**config.mk**
```make
export PLATFORM = sky130hd
export DESIGN_NAME = mem_port_arbiter_flat
export DESIGN_NICKNAME = d
export VERILOG_FILES = /design/src/rtl/mem_port_arbiter_if.sv /design/src/rtl/mem_port_arbiter.sv /design/src/flat_wrapper.sv
export SDC_FILE = /design/constraint.sdc
export NUM_CORES = 1
export LEC_CHECK = 0
export ABC_AREA = 1
export CAP_MARGIN = 30
export CORE_AREA = 2 2 80 82
export CTS_CLUSTER_SIZE = 14
export DETAILED_ROUTE_END_ITERATION = 6
export DIE_AREA = 0 0 82 84
export PLACE_DENSITY = 0.77
export SETUP_SLACK_MARGIN = 0.02
export SLEW_MARGIN = 25
export SYNTH_ARGS = -nofsm -noshare
export SYNTH_HDL_FRONTEND = slang
export SYNTH_SLANG_ARGS = --single-unit
```
**constraint.sdc**
```tcl
create_clock -name clk -period 1.55 [get_ports clk]
set_input_delay 0.3875 -clock clk [delete_from_list [all_inputs] [get_ports clk]]
set_output_delay 0.3875 -clock clk [all_outputs]
set_load 0.005 [all_outputs]
```
**src/rtl/mem_port_arbiter_if.sv**
```systemverilog
// Bundle of fetch, load/store and memory-side signals shared by the arbiter and its neighbours.
// The slave modport is the arbiter's view; the master modport is the requesters plus the memory.
interface mem_port_arbiter_if #(
  parameter int ADDR_WIDTH = 12,
  parameter int DATA_WIDTH = 32
);
  logic                  i_req;
  logic [ADDR_WIDTH-1:0] i_addr;
  logic                  i_gnt;
  logic                  i_rvalid;
  logic [DATA_WIDTH-1:0] i_rdata;

  logic                  d_req;
  logic                  d_we;
  logic [ADDR_WIDTH-1:0] d_addr;
  logic [DATA_WIDTH-1:0] d_wdata;
  logic                  d_gnt;
  logic                  d_rvalid;
  logic [DATA_WIDTH-1:0] d_rdata;
  logic                  d_err;

  logic                  mem_en;
  logic                  mem_we;
  logic [ADDR_WIDTH-1:0] mem_addr;
  logic [DATA_WIDTH-1:0] mem_wdata;
  logic [DATA_WIDTH-1:0] mem_rdata;

  modport slave (
    input  i_req, i_addr, d_req, d_we, d_addr, d_wdata, mem_rdata,
    output i_gnt, i_rvalid, i_rdata, d_gnt, d_rvalid, d_rdata, d_err,
    output mem_en, mem_we, mem_addr, mem_wdata
  );

  modport master (
    output i_req, i_addr, d_req, d_we, d_addr, d_wdata, mem_rdata,
    input  i_gnt, i_rvalid, i_rdata, d_gnt, d_rvalid, d_rdata, d_err,
    input  mem_en, mem_we, mem_addr, mem_wdata
  );
endinterface

```
**src/rtl/mem_port_arbiter.sv**
```systemverilog
// Shares one synchronous single-port memory between fetch (I) and load/store (D).
// D has priority; a starved fetch is force-granted after STARVE_LIMIT denied cycles.
module mem_port_arbiter #(
  parameter int ADDR_WIDTH   = 12,
  parameter int DATA_WIDTH   = 32,
  parameter int DATA_BASE    = 2048,
  parameter int TEXT_WP      = 1,
  parameter int STARVE_LIMIT = 4
) (
  input logic             clk,
  input logic             reset,
  mem_port_arbiter_if.slave bus
);

  localparam logic [3:0]            LIMIT     = 4'(STARVE_LIMIT);
  localparam logic [ADDR_WIDTH-1:0] TEXT_END  = ADDR_WIDTH'(DATA_BASE);
  localparam logic                  WP_ENABLE = (TEXT_WP != 0);

  typedef enum logic [1:0] {
    RESP_NONE = 2'd0,
    RESP_I    = 2'd1,
    RESP_D    = 2'd2
  } resp_e;

  resp_e      resp_sel_q, resp_sel_d;
  logic [3:0] wait_cnt_q, wait_cnt_d;
  logic       d_err_q, d_err_d;

  logic force_i;
  logic i_gnt;
  logic d_gnt;
  logic text_store;

  always_comb begin
    force_i    = bus.i_req && (wait_cnt_q == LIMIT);
    i_gnt      = !reset && bus.i_req && (force_i || !bus.d_req);
    d_gnt      = !reset && bus.d_req && !i_gnt;
    text_store = WP_ENABLE && bus.d_we && (bus.d_addr < TEXT_END);

    // Counter saturates at the limit so a force grant stays armed until taken.
    wait_cnt_d = wait_cnt_q;
    if (!bus.i_req || i_gnt) begin
      wait_cnt_d = 4'd0;
    end else if (wait_cnt_q < LIMIT) begin
      wait_cnt_d = wait_cnt_q + 4'd1;
    end

    resp_sel_d = RESP_NONE;
    if (i_gnt) begin
      resp_sel_d = RESP_I;
    end else if (d_gnt && !bus.d_we) begin
      resp_sel_d = RESP_D;
    end

    d_err_d = d_gnt && text_store;
  end

  always_ff @(posedge clk) begin
    if (reset) begin
      resp_sel_q <= RESP_NONE;
      wait_cnt_q <= 4'd0;
      d_err_q    <= 1'b0;
    end else begin
      resp_sel_q <= resp_sel_d;
      wait_cnt_q <= wait_cnt_d;
      d_err_q    <= d_err_d;
    end
  end

  // Responses are masked during reset so a grant taken just before reset never surfaces.
  always_comb begin
    bus.i_gnt     = i_gnt;
    bus.d_gnt     = d_gnt;
    bus.i_rvalid  = !reset && (resp_sel_q == RESP_I);
    bus.d_rvalid  = !reset && (resp_sel_q == RESP_D);
    bus.i_rdata   = bus.i_rvalid ? bus.mem_rdata : '0;
    bus.d_rdata   = bus.d_rvalid ? bus.mem_rdata : '0;
    bus.d_err     = !reset && d_err_q;
    bus.mem_en    = i_gnt || d_gnt;
    bus.mem_we    = d_gnt && bus.d_we && !text_store;
    bus.mem_wdata = bus.d_wdata;
    bus.mem_addr  = '0;
    if (i_gnt) begin
      bus.mem_addr = bus.i_addr;
    end else if (d_gnt) begin
      bus.mem_addr = bus.d_addr;
    end
  end

endmodule
```
**src/flat_wrapper.sv**
```systemverilog
// flat-port wrapper written by rule: the top's interface ports become plain ports
module mem_port_arbiter_flat 
#(
  parameter int ADDR_WIDTH   = 12,
  parameter int DATA_WIDTH   = 32,
  parameter int DATA_BASE    = 2048,
  parameter int TEXT_WP      = 1,
  parameter int STARVE_LIMIT = 4
)
  (clk, reset, bus_i_req, bus_i_addr, bus_d_req, bus_d_we, bus_d_addr, bus_d_wdata, bus_mem_rdata, bus_i_gnt, bus_i_rvalid, bus_i_rdata, bus_d_gnt, bus_d_rvalid, bus_d_rdata, bus_d_err, bus_mem_en, bus_mem_we, bus_mem_addr, bus_mem_wdata);
  mem_port_arbiter_if #(.ADDR_WIDTH(ADDR_WIDTH), .DATA_WIDTH(DATA_WIDTH)) bus_i ();
  input logic clk;
  input logic reset;
  input wire logic [$bits(bus_i.i_req)-1:0] bus_i_req;
  input wire logic [$bits(bus_i.i_addr)-1:0] bus_i_addr;
  input wire logic [$bits(bus_i.d_req)-1:0] bus_d_req;
  input wire logic [$bits(bus_i.d_we)-1:0] bus_d_we;
  input wire logic [$bits(bus_i.d_addr)-1:0] bus_d_addr;
  input wire logic [$bits(bus_i.d_wdata)-1:0] bus_d_wdata;
  input wire logic [$bits(bus_i.mem_rdata)-1:0] bus_mem_rdata;
  output wire logic [$bits(bus_i.i_gnt)-1:0] bus_i_gnt;
  output wire logic [$bits(bus_i.i_rvalid)-1:0] bus_i_rvalid;
  output wire logic [$bits(bus_i.i_rdata)-1:0] bus_i_rdata;
  output wire logic [$bits(bus_i.d_gnt)-1:0] bus_d_gnt;
  output wire logic [$bits(bus_i.d_rvalid)-1:0] bus_d_rvalid;
  output wire logic [$bits(bus_i.d_rdata)-1:0] bus_d_rdata;
  output wire logic [$bits(bus_i.d_err)-1:0] bus_d_err;
  output wire logic [$bits(bus_i.mem_en)-1:0] bus_mem_en;
  output wire logic [$bits(bus_i.mem_we)-1:0] bus_mem_we;
  output wire logic [$bits(bus_i.mem_addr)-1:0] bus_mem_addr;
  output wire logic [$bits(bus_i.mem_wdata)-1:0] bus_mem_wdata;
  assign bus_i.i_req = bus_i_req;
  assign bus_i.i_addr = bus_i_addr;
  assign bus_i.d_req = bus_d_req;
  assign bus_i.d_we = bus_d_we;
  assign bus_i.d_addr = bus_d_addr;
  assign bus_i.d_wdata = bus_d_wdata;
  assign bus_i.mem_rdata = bus_mem_rdata;
  assign bus_i_gnt = bus_i.i_gnt;
  assign bus_i_rvalid = bus_i.i_rvalid;
  assign bus_i_rdata = bus_i.i_rdata;
  assign bus_d_gnt = bus_i.d_gnt;
  assign bus_d_rvalid = bus_i.d_rvalid;
  assign bus_d_rdata = bus_i.d_rdata;
  assign bus_d_err = bus_i.d_err;
  assign bus_mem_en = bus_i.mem_en;
  assign bus_mem_we = bus_i.mem_we;
  assign bus_mem_addr = bus_i.mem_addr;
  assign bus_mem_wdata = bus_i.mem_wdata;
  mem_port_arbiter #(.ADDR_WIDTH(ADDR_WIDTH), .DATA_WIDTH(DATA_WIDTH), .DATA_BASE(DATA_BASE), .TEXT_WP(TEXT_WP), .STARVE_LIMIT(STARVE_LIMIT)) u_core (.clk(clk), .reset(reset), .bus(bus_i));
endmodule
```
## Word-level counts from Yosys, hierarchy flattened

Index checks and enable logic that the tools add are counted.

| storage, ports and cells | value |
|---|---|
| output and inout bits | 115 |
| input port bits | 93 |
| word-level logic and storage cells | 40 |
| register bits after elaboration | 7 |

| operators by class | value |
|---|---|
| reductions and logical operators | 24 |
| eq/ne operators | 3 |
| add/subtract/negate cells | 1 |
| mux-type cells | 6 |
| order comparisons | 2 |

Operators with widths:

| cell | number |
|---|---|
| $mux 32 | 2 |
| $mux 12 | 2 |
| $logic_and 1x1->1 | 13 |
| $lt 12x12->1 const B | 1 |
| $logic_not 1->1 | 6 |
| $add 4x1->4 const B | 1 |
| $eq 4x3->1 const B | 1 |
| $lt 4x3->1 const B | 1 |
| $reduce_or 2->1 | 2 |
| $logic_or 1x1->1 | 3 |
| $eq 2x1->1 const B | 1 |
| $eq 2x2->1 const B | 1 |
| $mux 2 | 1 |
| $mux 1 | 1 |

## Depth between registers and ports, before layout

Gate-level depths: netlist of run 1.

| depth | value |
|---|---|
| depth in word-level cells | 9 |
| mapped depth | 9 |
| mapped depth without buffers | 8 |

## Worst setup path after synthesis of run 1

No wires, ideal clock.

| timing | value |
|---|---|
| path type | flip-flop to output port |
| from | reg u_core.wait_cnt_q[0] |
| to | out bus_mem_addr[10] |
| buffers on the path | 1 |
| setup slack | 70 ps |
| required time | 1162 ps |
| stages on the path, launching flop included | 10 |
| arrival time | 1092 ps |
| cells stage by stage | dfxtp_1 -> inv_1 -> ha_1 -> nand3_1 -> nand2_1 -> nand2_2 -> inv_2 -> buf_6 -> nand2_1 -> nand2_1 |

| between the ends | value |
|---|---|
| word-level cells in the longest chain between the ends | 8 |

RTL lines:

| what | RTL line | source |
|---|---|---|
| start: declaration | mem_port_arbiter.sv:26 | `logic [3:0] wait_cnt_q, wait_cnt_d;` |
| start signal: assignment | mem_port_arbiter.sv:65 | `wait_cnt_q <= wait_cnt_d;` |
| $eq 4x3->1 (*) | mem_port_arbiter.sv:35 | `force_i = bus.i_req && (wait_cnt_q == LIMIT);` |
| $logic_and 1x1->1 (*) | mem_port_arbiter.sv:35 |  |
| $logic_or 1x1->1 (*) | mem_port_arbiter.sv:36 | `i_gnt = !reset && bus.i_req && (force_i \|\| !bus.d_req);` |
| $logic_and 1x1->1 (*) | mem_port_arbiter.sv:36 |  |
| net bus_i_gnt | flat_wrapper.sv:21 | `output wire logic [$bits(bus_i.i_gnt)-1:0] bus_i_gnt;` |
| $logic_not 1->1 | mem_port_arbiter.sv:37 | `d_gnt = !reset && bus.d_req && !i_gnt;` |
| $logic_and 1x1->1 | mem_port_arbiter.sv:37 |  |
| $mux 12 | mem_port_arbiter.sv:85 | `end else if (d_gnt) begin` |
| $mux 12 (*) | mem_port_arbiter.sv:83 | `if (i_gnt) begin` |
| end: declaration | flat_wrapper.sv:30 | `output wire logic [$bits(bus_i.mem_addr)-1:0] bus_mem_addr;` |

The timed path passes the listed nets; every way through them passes the cells marked *.

## Worst setup path in the final report of run 1

| timing | value |
|---|---|
| from | reg u_core.wait_cnt_q[0] |
| to | out bus_mem_addr[0] |

| between the ends | value |
|---|---|
| word-level cells in the longest chain between the ends | 8 |

RTL lines:

| what | RTL line |
|---|---|
| $eq 4x3->1 (*) | mem_port_arbiter.sv:35 |
| $logic_and 1x1->1 (*) | mem_port_arbiter.sv:35 |
| $logic_or 1x1->1 (*) | mem_port_arbiter.sv:36 |
| $logic_and 1x1->1 (*) | mem_port_arbiter.sv:36 |
| $logic_not 1->1 | mem_port_arbiter.sv:37 |
| $logic_and 1x1->1 | mem_port_arbiter.sv:37 |
| $mux 12 | mem_port_arbiter.sv:85 |
| $mux 12 (*) | mem_port_arbiter.sv:83 |

Every way passes the cells marked *; elsewhere a longest branch is shown, timed or not.

==> PnR_summary.wiki, run 1 <==
{| class="wikitable"
! Metric !! Value
|-
| Outcome || finished, violations left
|-
| Violated checks || setup timing
|-
| First drt pass iteration count || 4
|-
| Placeable Area || 0.006096 mm²
|-
| Max transition margin || 82.32%
|-
| Count of filler cells inserted in the layout || 564
|-
| Mean routed wirelength per cell || 13.74 µm
|-
| Switching part of the total power || 32.14%
|-
| Fraction of power consumed by the clock network || 26.6%
|-
| Slew of the pin with the lowest slew margin || 264.3 ps
|-
| Number of sinks handled by clock tree synthesis || 7
|-
| Peak fanout along the critical path || 5
|-
| Syn_nets || 315
|-
| Largest net degree at the start of global routing || 9
|-
| Total wire length || 6240 µm
|-
| RSZ-0062 raised after global routing || yes
|-
| Total of hold buffers inserted after clock tree synthesis || 0
|-
| Clock latency of the later-clocked register in the worst-skew pair || 230 ps
|-
| Net switching power of the design || 312.2 µW
|-
| Data arrival time of the critical path || 1480 ps
|-
| Overall overflow remaining after global route || 0
|-
| Leading cell type in the layout, fill and taps excluded || sky130_fd_sc_hd__buf_2
|-
| Final nets || 473
|-
| Syn. warnings || 0
|-
| CTS max path bufs || 2
|-
| Number of different library cells in the post-synthesis netlist || 15
|-
| Die outline width || 82 µm
|-
| Ratio of cells with drive above 1 in the final layout || 60.21%
|-
| HPWL after DPL || 3707 µm
|-
| Area enclosed by the die boundary || 0.006888 mm²
|-
| Num CTS Buffers || 3
|-
| Placer congestion estimate || 0.7444
|-
| Comb power frac || 54.1%
|-
| Class of the tightest hold or removal check || input port to register
|-
| Register area || 147.6 µm²
|-
| Critical path data required time || 1160 ps
|-
| Area of combinational cells with multiple inputs || 0.001028 mm²
|-
| Remaining design rule violation count || 0
|-
| Worst hold slack || 537.8 ps
|-
| Final Skew || 1.442 ps
|-
| Gate Count Post-Synth || 220
|-
| Diodes inserted || 0
|-
| Total of flip-flops plus latches after synthesis || 7
|-
| Share of synthesized area occupied by flip-flops and latches || 12.10%
|-
| Die Ht || 84 µm
|-
| Clock tree from TritonCTS || built
|-
| Lkg Pwr || 0.001673 µW
|-
| Setup-violating endpoint count in the final report || 76
|-
| Overall global routing resource usage || 16.84%
|-
| Number of nets with antenna violations after detailed routing || 0
|-
| Effective utilization at floorplan || 19.01%
|-
| Initial antenna violation count || 0
|-
| Maximum ir drop on the vdd rail || 0.3452 mV
|-
| Internal power of the cells || 659.3 µW
|-
| Synth top area share || 24.30%
|-
| Worst setup EP type || output pin
|-
| Avg Cell Area, Syn || 5.266 µm²
|-
| Iteration-0 DRC count of the detailed router || 45
|-
| Smallest setup slack after layout || -314.9 ps
|-
| Sequential power share || 19.4%
|-
| Post-synthesis instance area || 0.001159 mm²
|-
| Number of port buffers || 143
|-
| PwrDens || 305.6 mW/mm²
|-
| Number of max-slew violations in the final report || 0
|-
| Largest area contributor in the netlist || sky130_fd_sc_hd__nor2_1
|-
| Wire length of the first global-routing pass || 9052 µm
|-
| Clock-pin slew of the registers on the worst-case setup and hold paths || 40 ps
|-
| MaxCap Viol Count || 0
|-
| Maximum achievable frequency || 0.5362 GHz
|-
| Clock H-tree levels || 1
|-
| Setup Crit Path Kind || register to output pin
|-
| Post-Place Worst Slack || -849.7 ps
|-
| Routed via count || 1896
|-
| Row count || 29
|-
| Growth of design area from synthesis to finish || 174.4%
|-
| Highest-count cells in the layout ignoring fill and taps || sky130_fd_sc_hd__buf_2 (76), sky130_fd_sc_hd__clkdlybuf4s50_1 (56), sky130_fd_sc_hd__nor2_4 (45), sky130_fd_sc_hd__inv_1 (36), sky130_fd_sc_hd__buf_6 (24)
|-
| Total I/O pin count || 208
|-
| Top area cells in the synthesized netlist || sky130_fd_sc_hd__nor2_1 (24%), sky130_fd_sc_hd__buf_4 (22%), sky130_fd_sc_hd__inv_1 (14%)
|-
| Via count of the first global-routing pass || 1906
|-
| Buffer cell driving the clock tree root || sky130_fd_sc_hd__clkbuf_8
|-
| Final cycle utilization of the critical path || 120.3%
|-
| Startpoint class of the critical path || register
|-
| Number of vias per cell after detailed routing || 4.176
|-
| Min Tclk post-route || 1865 ps
|-
| Hold Vio Cnt, Final || 0
|}
## timing repair
action	4_1_cts	5_1_grt
setup endpoints to repair	83	82
gates cloned	8	0
buffers inserted	26	9
resized for setup	428	95
pin swaps	19	18
## flip-flops by register name, indices dropped and copies added (netlist names)
| name | cells |
|---|---|
| u_core.d_err_q | 1 |
| u_core.wait_cnt_q | 4 |
| u_core.resp_sel_q | 2 |
## cells by family (layout without fill, tap and decap cells)
| logic type | Yosys count | after routing | synth area share [%] |
|---|---|---|---|
| AO/OA/AOI/OAI | 3 | 3 | 1.296 |
| flip-flops | 7 | 7 | 12.09 |
| XOR/XNOR | 1 | 1 | 0.7561 |
| buffers and inverters | 87 | 244 | 42.12 |
| AND/OR/NAND/NOR | 120 | 120 | 41.58 |
| adder cells (fa/ha/maj) | 2 | 2 | 2.159 |
## final timing paths
kind	to	slack, ps	startpoint	cells after the start
setup reg to reg	u_core.resp_sel_q[1]	160	u_core.wait_cnt_q[0]	11
hold / removal	u_core.wait_cnt_q[1]	540	bus_d_req	3
setup / recovery	bus_mem_addr[0]	-310	u_core.wait_cnt_q[0]	10
hold reg to reg	u_core.wait_cnt_q[1]	610	u_core.wait_cnt_q[1]	4
## metrics by stage
step / instance area (µm²) / util [%] / cells / setup TNS [ps] / power (µW)
floorplan: 1159 / - / 220 / 0 / 362.0
global placement: 2509 / 41.15 / 414 / -64500 / 573.6
detailed placement: 2509 / 41.15 / 414 / -65010 / 578.0
CTS: 2833 / 46.47 / 451 / -13500 / 916.9
global route: 3179 / 52.16 / 454 / -14950 / 1022
finish: 3179 / 52.16 / 454 / -10650 / 971.5
## power groups by stage
stage	clock (µW)	combinational, µW	sequential, µW
after CTS	265	463	189
after detailed placement	0	388	190
after global placement	0	384	190
final	258	525	188
after floorplan	0	173	189
after global routing	271	563	188
## cells in the mapped netlist
cell                       n
sky130_fd_sc_hd__nor2_2    1
sky130_fd_sc_hd__inv_2     2
sky130_fd_sc_hd__buf_4    34
sky130_fd_sc_hd__nand2_1  26
sky130_fd_sc_hd__inv_1    44
sky130_fd_sc_hd__nand3_1  16
sky130_fd_sc_hd__a21oi_1   3
sky130_fd_sc_hd__ha_1      2
sky130_fd_sc_hd__nand2_2   1
sky130_fd_sc_hd__buf_6     4
sky130_fd_sc_hd__xor2_1    1
sky130_fd_sc_hd__dfxtp_1   7
sky130_fd_sc_hd__nor2_1   75
sky130_fd_sc_hd__buf_2     3
sky130_fd_sc_hd__nor3_2    1
## area by class of cell
| cell class | instances | area share, % |
|---|---|---|
| timing repair inverter | 1 | 0.1968 |
| tap | 77 | 3.030 |
| timing repair buffer | 193 | 52.54 |
| multi-input combinational | 126 | 32.35 |
| sequential | 7 | 4.644 |
| clock buffer | 4 | 1.417 |
| inverter | 46 | 5.824 |
## worst max-delay path, stage by stage, from the launching register on
cell	delay [ps]
sky130_fd_sc_hd__dfxtp_2	310
sky130_fd_sc_hd__inv_2	70
sky130_fd_sc_hd__ha_4	140
sky130_fd_sc_hd__nand3_4	70
sky130_fd_sc_hd__nand2_4	90
sky130_fd_sc_hd__nand2_8	90
sky130_fd_sc_hd__buf_6	140
sky130_fd_sc_hd__buf_4	130
sky130_fd_sc_hd__nand3_2	50
sky130_fd_sc_hd__nand2_1	40
sky130_fd_sc_hd__buf_2	120
## per-layer routing
metal / up-vias / GRT usage (%) / routed length [µm]
li1: 914 / - / -
met1: 849 / 16.83 / 2086
met2: 129 / 32.89 / 3384
met3: 4 / 5.952 / 740
met4: 0 / 2.273 / 29
met5: - / 0 / 0
No activity file was read; power rests on OpenSTA's default activity.
==> run 2, diff against run 1 <==
--- a/config.mk
+++ b/config.mk
@@ -8,6 +8,7 @@
 export ABC_AREA = 1
 export CAP_MARGIN = 30
 export CORE_AREA = 2 2 80 82
+export CTS_BUF_LIST = sky130_fd_sc_hd__clkbuf_8 sky130_fd_sc_hd__clkbuf_16
 export CTS_CLUSTER_SIZE = 14
 export DETAILED_ROUTE_END_ITERATION = 6
 export DIE_AREA = 0 0 82 84
==> run 2 against run 1 <==
Effect of this change:
- the run still ends with setup timing left
- worst hold slack is essentially flat
- sequential share of layout area unchanged
- clock skew is 0.83 ps lower
- register-to-register slack about the same
- fmax is essentially flat
- final cell count is the same
- first-iteration DRC count decreased by 2.2%
- via count about the same
- critical endpoint unchanged
- largest power group unchanged
- highest routed layer unchanged
==> PnR_summary.wiki, run 2 (synthesized netlist as in run 1, its figures left out) <==
{| class="wikitable"
! Metric !! Value
|-
| Outcome || finished, violations left
|-
| Violated checks || setup timing
|-
| Largest registers ranked by flip-flop count || u_core.wait_cnt_q x4, u_core.resp_sel_q x2, u_core.d_err_q x1
|-
| Data arrival time of the critical path || 1480 ps
|-
| Setup Crit Path Kind || register to output pin
|-
| Mean routed wirelength per cell || 13.73 µm
|-
| Row count || 29
|-
| Maximum achievable frequency || 0.5363 GHz
|-
| Overall overflow remaining after global route || 0
|-
| Reg with most FFs || u_core.wait_cnt_q
|-
| Number of nets with antenna violations after detailed routing || 0
|-
| Clock latency of the later-clocked register in the worst-skew pair || 230 ps
|-
| MaxCap Viol Count || 0
|-
| Finished layout cell area || 0.003179 mm²
|-
| Area enclosed by the die boundary || 0.006888 mm²
|-
| Post-Route Utilization || 52.16%
|-
| Largest net degree at the start of global routing || 9
|-
| Smallest setup slack after layout || -314.5 ps
|-
| Total I/O pin count || 208
|-
| Overall global routing resource usage || 16.84%
|-
| RSZ-0062 raised after global routing || yes
|-
| Post-Place Worst Slack || -849.7 ps
|-
| Placeable Area || 0.006096 mm²
|-
| Die Ht || 84 µm
|-
| Growth of design area from synthesis to finish || 174.4%
|-
| Highest-count cells in the layout ignoring fill and taps || sky130_fd_sc_hd__buf_2 (76), sky130_fd_sc_hd__clkdlybuf4s50_1 (56), sky130_fd_sc_hd__nor2_4 (45), sky130_fd_sc_hd__inv_1 (37), sky130_fd_sc_hd__buf_6 (24)
|-
| Remaining design rule violation count || 0
|-
| Num CTS Buffers || 3
|-
| Count of filler cells inserted in the layout || 564
|-
| Via count of the first global-routing pass || 1906
|-
| Initial antenna violation count || 0
|-
| Setup slack, reg-to-reg || 160 ps
|-
| Critical path data required time || 1160 ps
|-
| Cell depth of the worst flop-to-flop path || 11
|-
| Placer congestion estimate || 0.7444
|-
| Class of the tightest hold or removal check || input port to register
|-
| Lkg Pwr || 0.001677 µW
|-
| Startpoint class of the critical path || register
|-
| Max FFs per register || 4
|-
| Register area || 147.6 µm²
|-
| Die outline width || 82 µm
|-
| Ratio of cells with drive above 1 in the final layout || 60.21%
|-
| Final cycle utilization of the critical path || 120.3%
|-
| Clock H-tree levels || 1
|-
| Maximum ir drop on the vdd rail || 0.3449 mV
|-
| CTS max path bufs || 2
|-
| Max transition margin || 82.31%
|-
| Launch point of the critical path || u_core.wait_cnt_q[0]
|-
| Min Tclk post-route || 1864 ps
|-
| Number of sinks handled by clock tree synthesis || 7
|-
| Number of port buffers || 143
|-
| Final Skew || 0.6080 ps
|-
| HPWL after DPL || 3707 µm
|-
| Cell Count Post-Placement || 414
|-
| Final instance count without filler cells || 454
|-
| Hold Vio Cnt, Final || 0
|-
| Buffer cell driving the clock tree root || sky130_fd_sc_hd__clkbuf_8
|-
| Peak fanout along the critical path || 5
|-
| Critical path endpoint || bus_mem_addr[0]
|-
| Iteration-0 DRC count of the detailed router || 44
|-
| Effective utilization at floorplan || 19.01%
|-
| Final nets || 473
|-
| Setup-violating endpoint count in the final report || 76
|-
| Diodes inserted || 0
|-
| Clock-pin slew of the registers on the worst-case setup and hold paths || 40 ps
|-
| Critical register-to-register path startpoint || u_core.wait_cnt_q[0]
|-
| Total wire length || 6232 µm
|-
| Worst setup EP type || output pin
|-
| Leading cell type in the layout, fill and taps excluded || sky130_fd_sc_hd__buf_2
|-
| End of the worst register-to-register path || u_core.resp_sel_q[1]
|-
| Total of hold buffers inserted after clock tree synthesis || 0
|-
| First drt pass iteration count || 4
|-
| Routed via count || 1895
|-
| Area of combinational cells with multiple inputs || 0.001028 mm²
|-
| Standard cell area after detailed placement || 0.002509 mm²
|-
| Number of vias per cell after detailed routing || 4.174
|-
| PwrDens || 303.8 mW/mm²
|-
| Number of max-slew violations in the final report || 0
|-
| Clock tree from TritonCTS || built
|-
| Wire length of the first global-routing pass || 9052 µm
|-
| Slew of the pin with the lowest slew margin || 264.3 ps
|}
run 2: cell count changes in the layout (fill, tap and decap cells not counted), sizes merged:
cell	change
clkbuf	-1
inv	+1
run 2: through the flow:
| stage | hold WS [ps] | setup TNS, ps | total power, µW |
|---|---|---|---|
| after floorplan | 450.2 | 0 | 362.0 |
| after global placement | 527.6 | -64500 | 573.6 |
| after detailed placement | 569.6 | -65010 | 578.0 |
| after CTS | 593.7 | -13550 | 910.8 |
| after global routing | 561.6 | -14990 | 1016 |
| final | 538.0 | -10690 | 965.7 |
run 2: worst min-delay path by stage:
stage | end | slack, ps | start | cells after the start
after floorplan | u_core.wait_cnt_q[3] | 450 | u_core.wait_cnt_q[3] | 2
after global placement | u_core.wait_cnt_q[3] | 530 | u_core.wait_cnt_q[3] | 3
after detailed placement | u_core.wait_cnt_q[3] | 570 | u_core.wait_cnt_q[3] | 3
after CTS | u_core.wait_cnt_q[3] | 590 | u_core.wait_cnt_q[3] | 3
after global routing | u_core.wait_cnt_q[1] | 560 | bus_d_req | 3
final | u_core.wait_cnt_q[1] | 540 | bus_d_req | 3
run 2: where the power goes:
group / internal [µW] / switching (µW)
sequential: 185 / 3.43
clock: 171 / 81.2
combinational: 297 / 229
total: 653 / 313
run 2: worst max-delay path: stages, from the launching register on:
cell and delay (ps):
sky130_fd_sc_hd__dfxtp_2 310, sky130_fd_sc_hd__inv_2 70, sky130_fd_sc_hd__ha_4 140, sky130_fd_sc_hd__nand3_4 70, sky130_fd_sc_hd__nand2_4 90, sky130_fd_sc_hd__nand2_8 90
sky130_fd_sc_hd__buf_6 140, sky130_fd_sc_hd__buf_4 130, sky130_fd_sc_hd__nand3_2 50, sky130_fd_sc_hd__nand2_1 40, sky130_fd_sc_hd__buf_2 120
run 2: per-layer routing:
metal | GRT usage (%) | part of all wire (%) | routed length, µm
met5 | 0 | 0 | 0
met4 | 2.273 | 0.47 | 29
met3 | 5.952 | 12 | 739
met2 | 32.89 | 54 | 3381
met1 | 16.83 | 33 | 2082
run 2: timing repair:
item | in CTS | in global routing
pin swaps | 19 | 18
cloned | 8 | 0
resized for setup | 428 | 95
endpoints found under the setup margin | 83 | 82
buffers inserted | 26 | 9
run 2: layout make-up:
type,instances,area share [%]
inverters,46,5.824
clock buffers,3,1.299
multi-input cells,126,32.35
repair buffers,193,52.54
well taps,77,3.030
clock inverters,1,0.1181
repair inverters,1,0.1968
flip-flops and latches,7,4.644
